==> config.mk <==
export PLATFORM = sky130hd
export DESIGN_NAME = rnd_rb_arb
export DESIGN_NICKNAME = d
export VERILOG_FILES = /design/src/rtl/rnd_rb_arb_pkg.sv /design/src/rtl/rnd_rb_ppe.sv /design/src/rtl/rnd_rb_arb.sv
export SDC_FILE = /design/constraint.sdc
export NUM_CORES = 1
export LEC_CHECK = 0
export ABC_CLOCK_PERIOD_IN_PS = 5600
export BUFFER_PORTS_ARGS = -buffer_cell sky130_fd_sc_hd__buf_4
export CAP_MARGIN = 15
export CORE_ASPECT_RATIO = 0.6
export CORE_MARGIN = 3
export CORE_UTILIZATION = 41
export CTS_CLUSTER_DIAMETER = 60
export CTS_CLUSTER_SIZE = 24
export DETAILED_ROUTE_END_ITERATION = 6
export HOLD_SLACK_MARGIN = 0.15
export SYNTH_ARGS = -nofsm -noshare
export SYNTH_HDL_FRONTEND = slang
export SYNTH_HIERARCHICAL = 1
export SYNTH_SLANG_ARGS = --single-unit
==> constraint.sdc <==
create_clock -name clk -period 5.6 [get_ports clk]
set_input_delay 1.68 -clock clk [delete_from_list [all_inputs] [get_ports clk]]
set_output_delay 1.68 -clock clk [all_outputs]
set_load 0.05 [all_outputs]
==> src/rtl/rnd_rb_arb_pkg.sv <==
// Shared definitions for the round-robin packet arbiter rnd_rb_arb:
// FSM state encoding, default forced-release timeout and an index helper.
package rnd_rb_arb_pkg;

  // IDLE: no grant outstanding. BUSY: one requester owns the grant.
  typedef enum logic {
    ARB_IDLE = 1'b0,
    ARB_BUSY = 1'b1
  } arb_state_e;

  // Default number of cycles a grant may be held before a forced release.
  localparam int ARB_TIMEOUT_DEF = 1024;

  // Wrap an index that may exceed the port count by less than one full turn.
  function automatic int rr_wrap(input int idx, input int width);
    return (idx >= width) ? (idx - width) : idx;
  endfunction

endpackage

==> src/rtl/rnd_rb_ppe.sv <==
// Combinational programmable-priority encoder. Port rr_priority has the
// highest priority, followed by rr_priority+1, ... wrapping around.
module rnd_rb_ppe
  import rnd_rb_arb_pkg::*;
#(
  parameter int RR_WIDTH    = 8,
  parameter int RR_WIDTH_L2 = $clog2(RR_WIDTH)
) (
  input  logic [RR_WIDTH-1:0]    rr_vec_in,
  input  logic [RR_WIDTH_L2-1:0] rr_priority,
  output logic                   rr_vld_out,
  output logic [RR_WIDTH-1:0]    rr_vec_out,
  output logic [RR_WIDTH_L2-1:0] rr_bin_out
);

  logic [RR_WIDTH_L2-1:0] idx;

  // Scan from the lowest priority offset upward so the highest-priority hit
  // is the last one written and therefore wins.
  always_comb begin
    rr_vld_out = 1'b0;
    rr_vec_out = '0;
    rr_bin_out = '0;
    idx        = '0;
    for (int i = RR_WIDTH - 1; i >= 0; i--) begin
      idx = RR_WIDTH_L2'(rr_wrap(int'(rr_priority) + i, RR_WIDTH));
      if (rr_vec_in[idx]) begin
        rr_vld_out      = 1'b1;
        rr_vec_out      = '0;
        rr_vec_out[idx] = 1'b1;
        rr_bin_out      = idx;
      end
    end
  end

endmodule

==> src/rtl/rnd_rb_arb.sv <==
// Round-robin packet arbiter with a registered grant.
// Optional forced release after ARB_TIMEOUT busy cycles is compiled in when
// the macro RND_RB_ARB_TIMEOUT_EN is defined; otherwise grants last until done.
//
// Handshake: grant_vld=1 means grant_vec/grant_bin name the owner and stay
// constant; the owner ends its grant with a one-cycle done pulse while
// grant_vld=1 (done with grant_vld=0 is ignored). req is level-sensitive and
// is not a valid/ready pair: dropping req does not end an active grant.
module rnd_rb_arb
  import rnd_rb_arb_pkg::*;
#(
  parameter int RR_WIDTH    = 8,
  parameter int RR_WIDTH_L2 = $clog2(RR_WIDTH),
  parameter int ARB_TIMEOUT = ARB_TIMEOUT_DEF
) (
  input  logic                   clk,
  input  logic                   rstn,
  input  logic [RR_WIDTH-1:0]    req,
  input  logic                   done,
  output logic                   grant_vld,
  output logic [RR_WIDTH-1:0]    grant_vec,
  output logic [RR_WIDTH_L2-1:0] grant_bin,
  output logic                   timeout_err,
  output arb_state_e             state_dbg
);

  arb_state_e             state_q, state_d;
  logic [RR_WIDTH_L2-1:0] ptr_q, ptr_nxt;
  logic [RR_WIDTH-1:0]    vec_q, vec_d;
  logic [RR_WIDTH_L2-1:0] bin_q, bin_d;
  logic                   release_ev;
  logic                   timeout_hit;
  logic                   grant_load;
  logic                   ppe_vld;
  logic [RR_WIDTH-1:0]    ppe_vec;
  logic [RR_WIDTH_L2-1:0] ppe_bin;

  // A release is either the consumer's done or a forced timeout, only in BUSY.
  assign release_ev = (state_q == ARB_BUSY) && (done || timeout_hit);

  // The encoder sees the pointer as it will be after this cycle's release, so
  // a back-to-back re-arbitration already treats the old owner as lowest.
  always_comb begin
    ptr_nxt = ptr_q;
    if (release_ev) begin
      if (bin_q == RR_WIDTH_L2'(RR_WIDTH - 1)) ptr_nxt = '0;
      else                                     ptr_nxt = bin_q + RR_WIDTH_L2'(1);
    end
  end

  rnd_rb_ppe #(
    .RR_WIDTH    (RR_WIDTH),
    .RR_WIDTH_L2 (RR_WIDTH_L2)
  ) u_ppe (
    .rr_vec_in   (req),
    .rr_priority (ptr_nxt),
    .rr_vld_out  (ppe_vld),
    .rr_vec_out  (ppe_vec),
    .rr_bin_out  (ppe_bin)
  );

  // Next-state and next-grant decode; the grant is locked while BUSY.
  always_comb begin
    state_d    = state_q;
    vec_d      = vec_q;
    bin_d      = bin_q;
    grant_load = 1'b0;
    case (state_q)
      ARB_IDLE: begin
        if (ppe_vld) begin
          state_d    = ARB_BUSY;
          vec_d      = ppe_vec;
          bin_d      = ppe_bin;
          grant_load = 1'b1;
        end
      end
      ARB_BUSY: begin
        if (release_ev) begin
          if (ppe_vld) begin
            vec_d      = ppe_vec;
            bin_d      = ppe_bin;
            grant_load = 1'b1;
          end else begin
            state_d = ARB_IDLE;
            vec_d   = '0;
            bin_d   = '0;
          end
        end
      end
      default: begin
        state_d = ARB_IDLE;
        vec_d   = '0;
        bin_d   = '0;
      end
    endcase
  end

  // State, grant and pointer registers; the pointer only moves on release.
  always_ff @(posedge clk or negedge rstn) begin
    if (!rstn) begin
      state_q <= ARB_IDLE;
      ptr_q   <= '0;
      vec_q   <= '0;
      bin_q   <= '0;
    end else begin
      state_q <= state_d;
      ptr_q   <= ptr_nxt;
      vec_q   <= vec_d;
      bin_q   <= bin_d;
    end
  end

`ifdef RND_RB_ARB_TIMEOUT_EN
  localparam int CNT_W = (ARB_TIMEOUT > 1) ? $clog2(ARB_TIMEOUT) : 1;

  logic [CNT_W-1:0] cnt_q, cnt_d;

  // Timeout fires on the last allowed busy cycle unless done arrives with it.
  assign timeout_hit = (state_q == ARB_BUSY) &&
                       (cnt_q == CNT_W'(ARB_TIMEOUT - 1)) && !done;

  // Busy-cycle counter restarts at zero with every new grant.
  always_comb begin
    cnt_d = '0;
    if (grant_load)                 cnt_d = '0;
    else if (state_q == ARB_BUSY)   cnt_d = cnt_q + CNT_W'(1);
  end

  // Busy-cycle counter register.
  always_ff @(posedge clk or negedge rstn) begin
    if (!rstn) cnt_q <= '0;
    else       cnt_q <= cnt_d;
  end
`else
  assign timeout_hit = 1'b0;
`endif

  assign grant_vld   = (state_q == ARB_BUSY);
  assign grant_vec   = vec_q;
  assign grant_bin   = bin_q;
  assign timeout_err = timeout_hit;
  assign state_dbg   = state_q;

endmodule

Yosys cells after proc, flatten, opt, wreduce, memory -nomap -nowiden
Index checks and enable logic that the tools add are counted.
{ "op_classes": {"order_cmp": 24, "muxes": 77, "n_eq_ne": 3, "bitwise_logic": 1, "reduce_logical": 10, "add_sub_neg": 16} }
{ "ops": {"columns": ["operator", "count"], "rows": [
  ["8-bit 2-to-1 mux", 11],
  ["3-bit 2-to-1 mux", 21],
  ["3-bit by 4-bit less-than comparator with 1-bit output (second input constant)", 8],
  ["4-bit greater-or-equal comparator (second input constant)", 7],
  ["1-bit 2-to-1 mux", 26],
  ["1-bit binary-select mux with 3-bit select", 8],
  ["1-bit demux with 3-bit select", 8],
  ["3-bit by 1-bit greater-or-equal comparator with 1-bit output (second input constant)", 8],
  ["3-bit by 1-bit subtractor with 3-bit output (second input constant)", 8],
  ["3-bit by 3-bit adder with 4-bit output (second input constant)", 4],
  ["8-bit case mux with 2 select lines", 1],
  ["1-bit logical AND", 9],
  ["3-bit by 2-bit adder with 4-bit output (second input constant)", 2],
  ["3-bit case mux with 2 select lines", 1],
  ["3-bit by 1-bit adder with 4-bit output (second input constant)", 1],
  ["3-bit by 4-bit greater-or-equal comparator with 1-bit output (second input constant)", 1],
  ["3-bit by 1-bit adder with 3-bit output (second input constant)", 1],
  ["3-bit == test (second input constant)", 1],
  ["2-bit by 1-bit inequality test with 1-bit output (second input constant)", 1],
  ["2-bit inequality test (second input constant)", 1],
  ["1-bit case mux with 2 select lines", 1],
  ["2-bit AND reduction", 1],
  ["1-bit inverter", 1]
]} }
{ "word_totals": {"output_inout_bits": 14, "regBits": 15, "in_bits": 11, "elab_cells": 135} }

Logic depth before layout (Yosys ltp)
Gate-level depths: netlist of run 1.
{ "depth": {"word_depth": 21, "ltp_mapped": 18, "ltp_nobuf": 14} }

Modules after synthesis
The synthesis of run 1 kept the hierarchy.
{ "by_module_without_submodules": {"columns": ["module", "seq_area_each_um2", "area_per_inst_um2", "cells_each", "n_inst"], "rows": [
  ["rnd_rb_ppe", 0.0, 2074.5, 272, 1],
  ["rnd_rb_arb", 375.4, 840.8, 75, 1]
]} }

Worst setup path after synthesis of run 1
OpenSTA, ideal clock, no wires.
{ "synth_timing": {"path_kind": "input -> register", "from": "in done", "to": "reg vec_q[3] (netlist: grant_vec[3])", "t_arrival_ps": 4935, "cell_stages": 16, "setup_slack_ps": 526, "n_path_buf": 4, "t_required_ps": 5462, "setup_time_ps": 138, "path_cell_list": "nand2_1 > mux2_1 > buf_6 > buf_2 > inv_1 > ha_1 > buf_6 > mux2i_1 > mux4_2 > buf_6 > and4_4 > o311a_1 > a211oi_1 > o22ai_1 > mux2i_1 > o221ai_1"} }
{ "synth_between": {"elab_chain_len": 20, "word_cells_on_any_way": 112, "cone_classes": "add/sub (15); order compare (24); eq/ne (2); mux (61); reduce/logical (10)"} }
{ "synth_rtl": {"columns": ["element", "line_no", "rtl"], "rows": [
  ["start, declared", "rnd_rb_arb.sv:19", "input logic done,"],
  ["1-bit logical AND (*)", "rnd_rb_arb.sv:39", "assign release_ev = (state_q == ARB_BUSY) && (done || timeout_hit);"],
  ["3-bit 2-to-1 mux (*)", "rnd_rb_arb.sv:45", "if (release_ev) begin"],
  ["net ptr_nxt[1]", "rnd_rb_arb.sv:28", "logic [RR_WIDTH_L2-1:0] ptr_q, ptr_nxt;"],
  ["3-bit by 3-bit adder with 4-bit output", "rnd_rb_ppe.sv:26", "idx = RR_WIDTH_L2'(rr_wrap(int'(rr_priority) + i, RR_WIDTH));"],
  ["4-bit greater-or-equal comparator / 3-bit by 1-bit subtractor with 3-bit output (equally long branches)", "rnd_rb_arb_pkg.sv:16", "return (idx >= width) ? (idx - width) : idx;"],
  ["3-bit 2-to-1 mux", "rnd_rb_arb_pkg.sv:16", null],
  ["3-bit by 4-bit less-than comparator with 1-bit output (not written as such) / 3-bit by 1-bit greater-or-equal comparator with 1-bit output (equally long branches)", "rnd_rb_ppe.sv:30", "rr_vec_out[idx] = 1'b1;"],
  ["1-bit logical AND (not written as such)", "rnd_rb_ppe.sv:30", null],
  ["1-bit 2-to-1 mux (not written as such)", "rnd_rb_ppe.sv:30", null],
  ["1-bit demux with 3-bit select", null, null],
  ["8-bit 2-to-1 mux (7 in a row)", "rnd_rb_ppe.sv:27", "if (rr_vec_in[idx]) begin"],
  ["8-bit 2-to-1 mux (*)", "rnd_rb_ppe.sv:27", null],
  ["net ppe_vec[3]", "rnd_rb_arb.sv:35", "logic [RR_WIDTH-1:0] ppe_vec;"],
  ["8-bit 2-to-1 mux", "rnd_rb_arb.sv:79", "if (ppe_vld) begin"],
  ["8-bit 2-to-1 mux", "rnd_rb_arb.sv:78", "if (release_ev) begin"],
  ["8-bit case mux with 2 select lines (*)", "rnd_rb_arb.sv:68", "case (state_q)"],
  ["end signal, assigned", "rnd_rb_arb.sv:108", "vec_q <= vec_d;"],
  ["end, declared", "rnd_rb_arb.sv:29", "logic [RR_WIDTH-1:0] vec_q, vec_d;"]
]} }
Mark *: on every way through the listed nets, which the timed path passes. The rest lies on a longest branch. The select of a mux whose other input is x is not followed.
A chain may end at the register's enable or synchronous reset.

Worst setup path after layout of run 1
Same ends and word-level chain as after synthesis.

==> key figures, run 1 <==
GRT
  – Antenna violations before repair: 0
  – Grt total ovfl: 0
  – Gr usage total: 0.2335
  – Largest net degree at the start of global routing: 34
  – Number of global-route vias before repair: 2644
  – First-pass GRT wire length: 15140 µm

Clock tree
  – Cts-stage hold buffer count: 0
  – Inserted Clock Buffers: 3
  – CTS tree: done
  – Root buf cell: clkbuf_16
  – Clock Path Buffers: 2
  – Clock transition at the registers of the reported paths: 0.05 ns
  – CTS-repair resized insts: 0
  – CTS sink cnt: 15
  – Skew-Pair Late Insertion Delay: 0.25 ns
  – Post-CTS setup buffers: 0
  – H-tree depth: 1

Yosys
  – XOR/XNOR Fraction of Synth Area: 0.01459
  – Main combinational cell family by area after synthesis: multiplexers
  – Cell variety after synth: 67
  – Fraction of registers with async set/reset: 1.000
  – Post-synthesis instance area: 2915 µm²
  – Yosys top cell area share: 0.1288
  – Synthesized instance count: 347
  – Synth Area in Simple Gates: 0.1910
  – Syn Nets: 366
  – Main synth FF type: dfrtp_1
  – Mux cell area share after synthesis: 0.2742
  – Sequential share of the synthesized area: 0.1288
  – Yosys reg bits: 15
  – Synth warn: 6
  – Post-synth EDFFs: 0
  – Avg Cell Area, Syn: 8.401 µm²
  – Synth Area in Compound Gates: 0.2408
  – Ranking of synthesized cells by area: dfrtp_1 13%, mux4_2 11%, mux2i_1 8.9%
  – Cell type with the largest total area after synthesis: dfrtp_1
  – Post-synthesis adder-cell area fraction: 0.03433

Timing
  – Fin Setup TNS: 0 ns
  – Final Hold Fails: 0
  – Actual slew at the worst max-slew pin: 0.6092 ns
  – Hold WS: 0.6014 ns
  – Fmax: 0.1985 GHz
  – Rel. slew slack: 0.5896
  – Endpoints failing setup: 0
  – Clock skew: 0.001555 ns
  – Max-slew violations: 0
  – Min Clock Period, post-route: 5.038 ns
  – RSZ-0062 raised after global routing: no
  – Final worst-path cycle share: 0.8996

Finish
  – Final-stage net count: 373
  – Finished Layout Cells: 440
  – Area growth syn-to-layout: 6.524%
  – Fin area: 3105 µm²
  – Fillers: 679
  – Share of post-route cells with drive strength above 1: 0.2295
  – Inserted Diodes: 0

Drt
  – Initial drt markers: 361
  – Vias/cell: 6.616
  – DRC Markers: 0
  – Antenna-violating nets left: 0
  – Total Wirelength: 9474 µm
  – TritonRoute pass-1 iters: 5
  – Vias: 2911
  – Wire per inst: 21.53 µm

Floorplanning
  – Rows: 23
  – Num ports: 25
  – Die Width: 114.9 µm
  – Die Height: 71.32 µm
  – Initial Util: 0.4293
  – Core area: 6792 µm²
  – Die area: 8191 µm²

Critical path
  – CP Capture Type: flip-flop
  – CP max FO: 13
  – Crit path DAT: 5.13 ns
  – Setup slack, reg-to-reg: 1.37 ns
  – CP most frequent cell: mux2i_1
  – Worst Setup Path Type: input pin to flip-flop
  – Slowest CP cell: mux4_2
  – Startpoint Class: input pin
  – Worst reg-to-reg path cell count: 12
  – R2R Path End: grant_vec[3]
  – Slowest stage delay, CP: 0.65 ns
  – CP cell instances: buf_4 > nand2_1 > mux2_1 > inv_1 > ha_1 > mux2i_1 > mux4_2 > and4_4 > o311a_1 > a211oi_1 > o22ai_1 > mux2i_1 > o221ai_1
  – FF-to-FF Start: grant_vld
  – Worst path required time: 5.69 ns

Placement
  – DP Wirelength: 7189 µm
  – Dpl cells: 436
  – IO Port Bufs: 23
  – Routability congestion estimate from global placement: 1.008
  – Placed cell area: 3025 µm²

Worst hold path
  – Hold Path Cell Cnt: 2
  – Worst Min Path Start: grant_vec[0]
  – Worst Hold Class: flip-flop to flip-flop
  – WHS Endpoint: grant_vec[0]

Flow run
  – Max Cap Viol: 0

Outcome
  – Outcome: finished clean
worst max-delay path by stage:
stage / from / endpoint / cells past startpoint
floorplan: done / grant_vec[3] / 16
global placement: done / grant_vec[3] / 13
detailed placement: done / grant_vec[3] / 13
CTS: done / grant_vec[3] / 13
global route: done / grant_vec[3] / 13
finish: done / grant_vec[3] / 13
final cells by class:
| type | count | area (µm²) | area share |
|---|---|---|---|
| inverter | 17 | 66.31 | 0.02135 |
| sequential | 15 | 375.4 | 0.1209 |
| timing repair buffer | 36 | 270.3 | 0.08703 |
| tap | 87 | 108.9 | 0.03505 |
| multi-input combinational | 281 | 2205 | 0.7099 |
| clock inverter | 1 | 5.005 | 0.001612 |
| clock buffer | 3 | 75.07 | 0.02417 |
state kept, by name (all words and copies together) (netlist names):
| signal | cells |
|---|---|
| grant_vec | 8 |
| grant_bin | 3 |
| ptr_q | 3 |
| grant_vld | 1 |
cells in the final DEF (no fill, tap or decap), drive strengths merged, types with 5 or more instances in the layout:
cell type  Yosys  final
o221ai        15     15
nand2         35     35
mux2          12     12
and2           6      6
dfrtp         15     15
ha             8      8
inv           17     17
nor3          11     11
o21ai         17     17
nand3         26     26
mux2i         29     29
a21oi         21     21
mux4          15     15
buf           19     36
nor2          21     21
a221oi         5      5
routing by layer:
metal / GRT usage / vias up / part of all wire
met5: 0 / - / 0
met4: 0.01953 / 0 / 0.0063
met3: 0.08608 / 10 / 0.12
met2: 0.3000 / 170 / 0.39
met1: 0.3770 / 1394 / 0.48
li1: - / 1337 / -
stage by stage:
step | setup WS, ns | util
finish | 0.5624 | 0.4573
global route | 0.4126 | 0.4573
CTS | 0.6042 | 0.4573
detailed placement | 0.3442 | 0.4455
global placement | 0.4701 | 0.4455
floorplan | 0.5263 | -
kinds of logic (layout without fill, tap and decap cells):
family                     Yosys count  in the layout
AOI/OAI and AO/OA                   96             96
xor gates and xnor gates             4              4
adders and majority gates            8              8
buffers and inverters               51             57
DFF                                 15             15
muxes                               56             56
other                                1              1
and+or+nand+nor                    116            116
worst max-delay path, delay by kind of cell:
family                   cells  cell delay, ns
AO/OA/AOI/OAI                4            0.86
adder cells (fa/ha/maj)      1            0.48
buffers and inverters        2            0.40
multiplexers                 4            1.35
AND/OR/NAND/NOR              2            0.35
cell usage after synthesis, types with 2 or more instances:
cell and count:
clkbuf_1 9, and2_1 5, o22ai_1 3, nand2_1 34
o211ai_1 4, buf_2 8, a211oi_1 4, a311o_1 2
or3_1 3, nor3_1 11, a22o_1 2, buf_4 3
mux4_2 14, a21o_2 2, buf_6 7, a2111oi_0 2
clkbuf_8 5, inv_1 16, mux2_1 4, o21ai_1 4
a31oi_1 4, nor2_1 21, nand4_1 3, nand2b_1 3
a221oi_1 5, mux2i_1 26, mux2_2 7, ha_1 8
nor2b_1 4, o221ai_1 12, dfrtp_1 15, mux2i_4 2
a21oi_1 20, o2111ai_1 2, o21ai_0 13, o221ai_2 3
nand3_1 26, xor2_1 2
Power of run 1 is not shown: default switching activity piles up to over one toggle a cycle in this logic, so the estimate is an artifact.
==> run 2, diff against run 1 <==
--- a/config.mk
+++ b/config.mk
@@ -5,6 +5,7 @@
 export SDC_FILE = /design/constraint.sdc
 export NUM_CORES = 1
 export LEC_CHECK = 0
+export ABC_AREA = 1
 export ABC_CLOCK_PERIOD_IN_PS = 5600
 export BUFFER_PORTS_ARGS = -buffer_cell sky130_fd_sc_hd__buf_4
 export CAP_MARGIN = 15
==> run 2 against run 1 <==
Net effect: sequential share of layout area is 3.3 points higher; register-to-register slack improved by 0.37 ns; core utilization increased by 1.7 points; clock skew increased by 0.0014 ns; hold slack got worse by 0.10 ns; cell count rose by 11%; routed wire length is 26% lower; final area is 21% lower.
==> key figures, run 2 <==
Outcome
  – Outcome: finished clean

Critical path
  – Setup slack, reg-to-reg: 1.74 ns
  – Crit path DAT: 4.91 ns
  – FF-to-FF Start: grant_bin[0]
  – Worst Setup Path Type: input pin to flip-flop
  – R2R Path End: grant_vec[5]
  – CP Capture Type: flip-flop
  – Startpoint Class: input pin
  – Worst path required time: 5.73 ns
  – CP max FO: 16
  – Worst reg-to-reg path cell count: 23

Clock tree
  – H-tree depth: 1
  – CTS tree: done
  – Cts-stage hold buffer count: 0
  – CTS sink cnt: 15
  – Clock Path Buffers: 2
  – Inserted Clock Buffers: 3
  – CTS-repair resized insts: 0
  – Root buf cell: clkbuf_8
  – Post-CTS setup buffers: 0
  – Clock transition at the registers of the reported paths: 0.06 ns
  – Skew-Pair Late Insertion Delay: 0.25 ns

Timing
  – Final worst-path cycle share: 0.8520
  – Hold WS: 0.4999 ns
  – Min Clock Period, post-route: 4.771 ns
  – Max-slew violations: 0
  – Fmax: 0.2096 GHz
  – Endpoints failing setup: 0
  – Actual slew at the worst max-slew pin: 0.5355 ns
  – Final Hold Fails: 0
  – Fin Setup TNS: 0 ns
  – Rel. slew slack: 0.6417
  – Clock skew: 0.002990 ns
  – RSZ-0062 raised after global routing: no

Finish
  – Final-stage net count: 441
  – Share of post-route cells with drive strength above 1: 0.1520
  – Max FFs per register: 8
  – Area growth syn-to-layout: 9.218%
  – Inserted Diodes: 0
  – Most common cell after layout, fill and taps aside: nand2_1
  – Core Util, Final: 0.4745
  – Most frequent cells in the layout: 166 x nand2_1, 49 x nand3_1, 39 x inv_1, 32 x a21oi_1, 28 x buf_4

Yosys
  – Syn Nets: 426
  – Most frequent cell after synthesis: nand2_1
  – Commonest cells post-synth: 166 x nand2_1, 49 x nand3_1, 39 x inv_1
  – Main synth FF type: dfrtp_1
  – Yosys top cell area share: 0.2782
  – Post-synthesis instance area: 2240 µm²
  – Avg Cell Area, Syn: 5.503 µm²
  – Ranking of synthesized cells by area: nand2_1 28%, dfrtp_1 17%, nand3_1 11%
  – Synthesized instance count: 407
  – Cell variety after synth: 28
  – Yosys reg bits: 15
  – Post-synth EDFFs: 0
  – Synth warn: 6
  – Sequential share of the synthesized area: 0.1676
  – Fraction of registers with async set/reset: 1.000
  – Cell type with the largest total area after synthesis: nand2_1

Floorplanning
  – Core area: 5155 µm²
  – Die Width: 101.4 µm
  – Die Height: 63.25 µm
  – Rows: 20
  – Num ports: 25
  – Die area: 6415 µm²
  – Initial Util: 0.4345

Flow run
  – Max Cap Viol: 0

GRT
  – Gr usage total: 0.2216
  – Number of global-route vias before repair: 2214
  – First-pass GRT wire length: 11270 µm
  – Largest net degree at the start of global routing: 30
  – Antenna violations before repair: 0
  – Grt total ovfl: 0

Drt
  – Total Wirelength: 7000 µm
  – Antenna-violating nets left: 0
  – Initial drt markers: 239
  – TritonRoute pass-1 iters: 5
  – Vias: 2583
  – DRC Markers: 0
  – Wire per inst: 14.37 µm
  – Vias/cell: 5.304

Placement
  – Routability congestion estimate from global placement: 0.9513
  – IO Port Bufs: 23
  – DP Wirelength: 5572 µm

Worst hold path
  – WHS Endpoint: grant_vec[0]
  – Worst Hold Class: flip-flop to flip-flop
  – Worst Min Path Start: grant_vec[0]
  – Hold Path Cell Cnt: 2
run 2: cell types whose count changed in the layout (fill, tap and decap cells not counted), sizes merged, moves of 5 or more:
cell    delta
o21ai      -9
and2       -6
mux4      -15
a221oi     -5
buf        -8
o221ai    -15
nand2    +140
inv       +32
mux2i     -29
a21oi     +12
nand3     +30
mux2      -12
nor2       +8
run 2: logic make-up after synthesis:
logic type,share of synthesized area
simple gates,0.5279
fa+ha+maj,0.04469
other cells,0.001674
flops,0.1676
buf+inv,0.1447
compound gates,0.1062
xor+xnor,0.007265
run 2: layout make-up:
cell class / count / area, µm²
multi-input cells: 325 / 1544
flip-flops and latches: 15 / 375.4
fillers: 583 / 2709
repair buffers: 28 / 210.2
inverters: 49 / 188.9
clock buffers: 4 / 45.04
well taps: 66 / 82.58
run 2: how the worst max path moves through the flow:
| stage | startpoint | to | slack (ns) |
|---|---|---|---|
| 2_1_floorplan | done | grant_bin[1] | 1.42 |
| 6_report | done | grant_vec[5] | 0.83 |
| 5_1_grt | done | grant_vec[7] | 0.52 |
| 4_1_cts | done | grant_vec[3] | 0.91 |
| 3_3_place_gp | done | grant_vec[5] | 0.75 |
| 3_5_place_dp | done | grant_vec[3] | 0.66 |
run 2: per-layer routing:
| metal | global-route usage | vias up | part of all wire |
|---|---|---|---|
| li1 | - | 1306 | - |
| met1 | 0.3620 | 1147 | 0.51 |
| met2 | 0.2850 | 126 | 0.38 |
| met3 | 0.06748 | 4 | 0.11 |
| met4 | 0.01990 | 0 | 0.0046 |
| met5 | 0 | - | 0 |
run 2: stage by stage:
| stage | cells | setup slack [ns] | cell area, µm² |
|---|---|---|---|
| detailed placement | 483 | 0.6595 | 2401 |
| floorplan | 407 | 1.419 | 2240 |
| finish | 487 | 0.8287 | 2446 |
| CTS | 487 | 0.9140 | 2446 |
| global placement | 483 | 0.7462 | 2401 |
| global route | 487 | 0.5159 | 2446 |
run 2: critical path: stages:
cell	delay [ns]
buf_4	0.12
nand2_2	0.23
nand2_1	0.12
o21ai_2	0.11
inv_4	0.13
ha_1	0.45
inv_1	0.43
nand3_1	0.19
nand2_1	0.10
nor2_1	0.04
inv_1	0.06
nand2_1	0.24
inv_1	0.34
o21ai_0	0.14
a21oi_1	0.14
nand2_1	0.06
nand2_1	0.07
nand2_1	0.05
nand2_1	0.06
inv_1	0.03
nand2_1	0.04
nand2_1	0.06
Power of run 2 is left out for the same reason.
==> run 3, diff against run 2 <==
--- a/config.mk
+++ b/config.mk
@@ -10,12 +10,13 @@
 export BUFFER_PORTS_ARGS = -buffer_cell sky130_fd_sc_hd__buf_4
 export CAP_MARGIN = 15
 export CORE_ASPECT_RATIO = 0.6
-export CORE_MARGIN = 3
+export CORE_MARGIN = 2
 export CORE_UTILIZATION = 41
 export CTS_CLUSTER_DIAMETER = 60
 export CTS_CLUSTER_SIZE = 24
 export DETAILED_ROUTE_END_ITERATION = 6
 export HOLD_SLACK_MARGIN = 0.15
+export MAX_ROUTING_LAYER = met4
 export SYNTH_ARGS = -nofsm -noshare
 export SYNTH_HDL_FRONTEND = slang
 export SYNTH_HIERARCHICAL = 1
==> run 3 against run 2 <==
Net effect: clock-buffer cell count unchanged; sequential cell count unchanged; sequential share of layout area about the same; clock skew is 0.0016 ns lower; final area is 0.31% higher; fmax up 7.8%; non-clock buffer count grew 1.
==> key figures, run 3 (synthesis results as in run 2) <==
Floorplanning
  – Die area: 6089 µm²
  – Die Width: 99.42 µm
  – Rows: 20
  – Die Height: 61.25 µm
  – Num ports: 25
  – Core area: 5155 µm²
  – Initial Util: 0.4345

GRT
  – Number of global-route vias before repair: 2252
  – Largest net degree at the start of global routing: 30
  – Gr usage total: 0.2452
  – First-pass GRT wire length: 11220 µm
  – Antenna violations before repair: 0
  – Grt total ovfl: 0

Critical path
  – Setup slack, reg-to-reg: 2.11 ns
  – R2R Path End: grant_bin[1]
  – Startpoint Class: input pin
  – CP max FO: 15
  – Worst reg-to-reg path cell count: 24
  – FF-to-FF Start: grant_bin[0]
  – Worst path required time: 5.79 ns
  – Crit path DAT: 4.62 ns
  – CP Capture Type: flip-flop
  – Worst Setup Path Type: input pin to flip-flop

Timing
  – Final Hold Fails: 0
  – Min Clock Period, post-route: 4.428 ns
  – Final worst-path cycle share: 0.7907
  – Max-slew violations: 0
  – Clock skew: 0.001401 ns
  – RSZ-0062 raised after global routing: no
  – Fin Setup TNS: 0 ns
  – Endpoints failing setup: 0
  – Fmax: 0.2258 GHz
  – Hold WS: 0.5033 ns

Worst hold path
  – Worst Min Path Start: grant_vec[1]
  – Hold Path Cell Cnt: 2
  – WHS Endpoint: grant_vec[1]
  – Worst Hold Class: flip-flop to flip-flop

Finish
  – Share of post-route cells with drive strength above 1: 0.1540
  – Inserted Diodes: 0
  – Max FFs per register: 8
  – Most common cell after layout, fill and taps aside: nand2_1
  – Final-stage net count: 442
  – Fillers: 564
  – Fin area: 2454 µm²
  – Most frequent cells in the layout: 166 x nand2_1, 49 x nand3_1, 39 x inv_1, 32 x a21oi_1, 29 x buf_4
  – Area growth syn-to-layout: 9.553%

Placement
  – IO Port Bufs: 23
  – DP Wirelength: 5291 µm
  – Routability congestion estimate from global placement: 1.012
  – Placed cell area: 2409 µm²

Clock tree
  – Inserted Clock Buffers: 3
  – CTS tree: done
  – Skew-Pair Late Insertion Delay: 0.25 ns
  – Clock Path Buffers: 2
  – Clock transition at the registers of the reported paths: 0.06 ns
  – CTS-repair resized insts: 0
  – Root buf cell: clkbuf_8
  – CTS sink cnt: 15
  – H-tree depth: 1
  – Post-CTS setup buffers: 0
  – Cts-stage hold buffer count: 0

Drt
  – Vias/cell: 5.281
  – Antenna-violating nets left: 0
  – DRC Markers: 0
  – Total Wirelength: 6878 µm
  – Vias: 2577
  – Initial drt markers: 289
  – Wire per inst: 14.09 µm
  – TritonRoute pass-1 iters: 6

Flow run
  – Max Cap Viol: 0

Outcome
  – Outcome: finished clean
## run 3: through the flow
step,std cells,utilization,setup slack [ns]
2_1_floorplan,407,-,1.419
3_3_place_gp,484,0.4672,1.025
3_5_place_dp,484,0.4672,0.9674
4_1_cts,488,0.4760,1.223
5_1_grt,488,0.4760,0.7660
6_report,488,0.4760,1.172
## run 3: critical path, cell delays in order
cell     delay, ns
buf_4         0.13
nand2_2       0.25
nand2_1       0.08
nand2_1       0.09
inv_1         0.16
ha_1          0.47
inv_1         0.18
nand3_1       0.15
nand3_1       0.17
nand2_1       0.18
nor3_1        0.24
nand3_1       0.11
buf_4         0.18
nand2_1       0.31
nand3_1       0.14
nand2_1       0.08
## run 3: worst max-delay path by stage
stage,startpoint,endpoint,cells after the start
5_1_grt,done,grant_vec[3],16
2_1_floorplan,done,grant_bin[1],20
3_3_place_gp,done,grant_vec[3],23
4_1_cts,done,grant_vec[4],16
6_report,done,grant_vec[4],16
3_5_place_dp,done,grant_vec[4],16
## run 3: cell type report
type / count / area, µm² / share of cell area
Tap cell: 66 / 82.58 / 0.03366
Sequential cell: 15 / 375.4 / 0.1530
Clock buffer: 4 / 45.04 / 0.01836
Timing Repair Buffer: 29 / 217.7 / 0.08873
Multi-Input combinational cell: 325 / 1544 / 0.6293
Inverter: 49 / 188.9 / 0.07700
## run 3: routing by layer
layer	vias to the layer above	global-route usage	share of wire
met5	-	-	0
met4	0	0.03914	0.0074
met3	7	0.04086	0.095
met2	131	0.3301	0.39
met1	1128	0.3815	0.51
li1	1311	-	-
Power of run 3 is left out for the same reason.
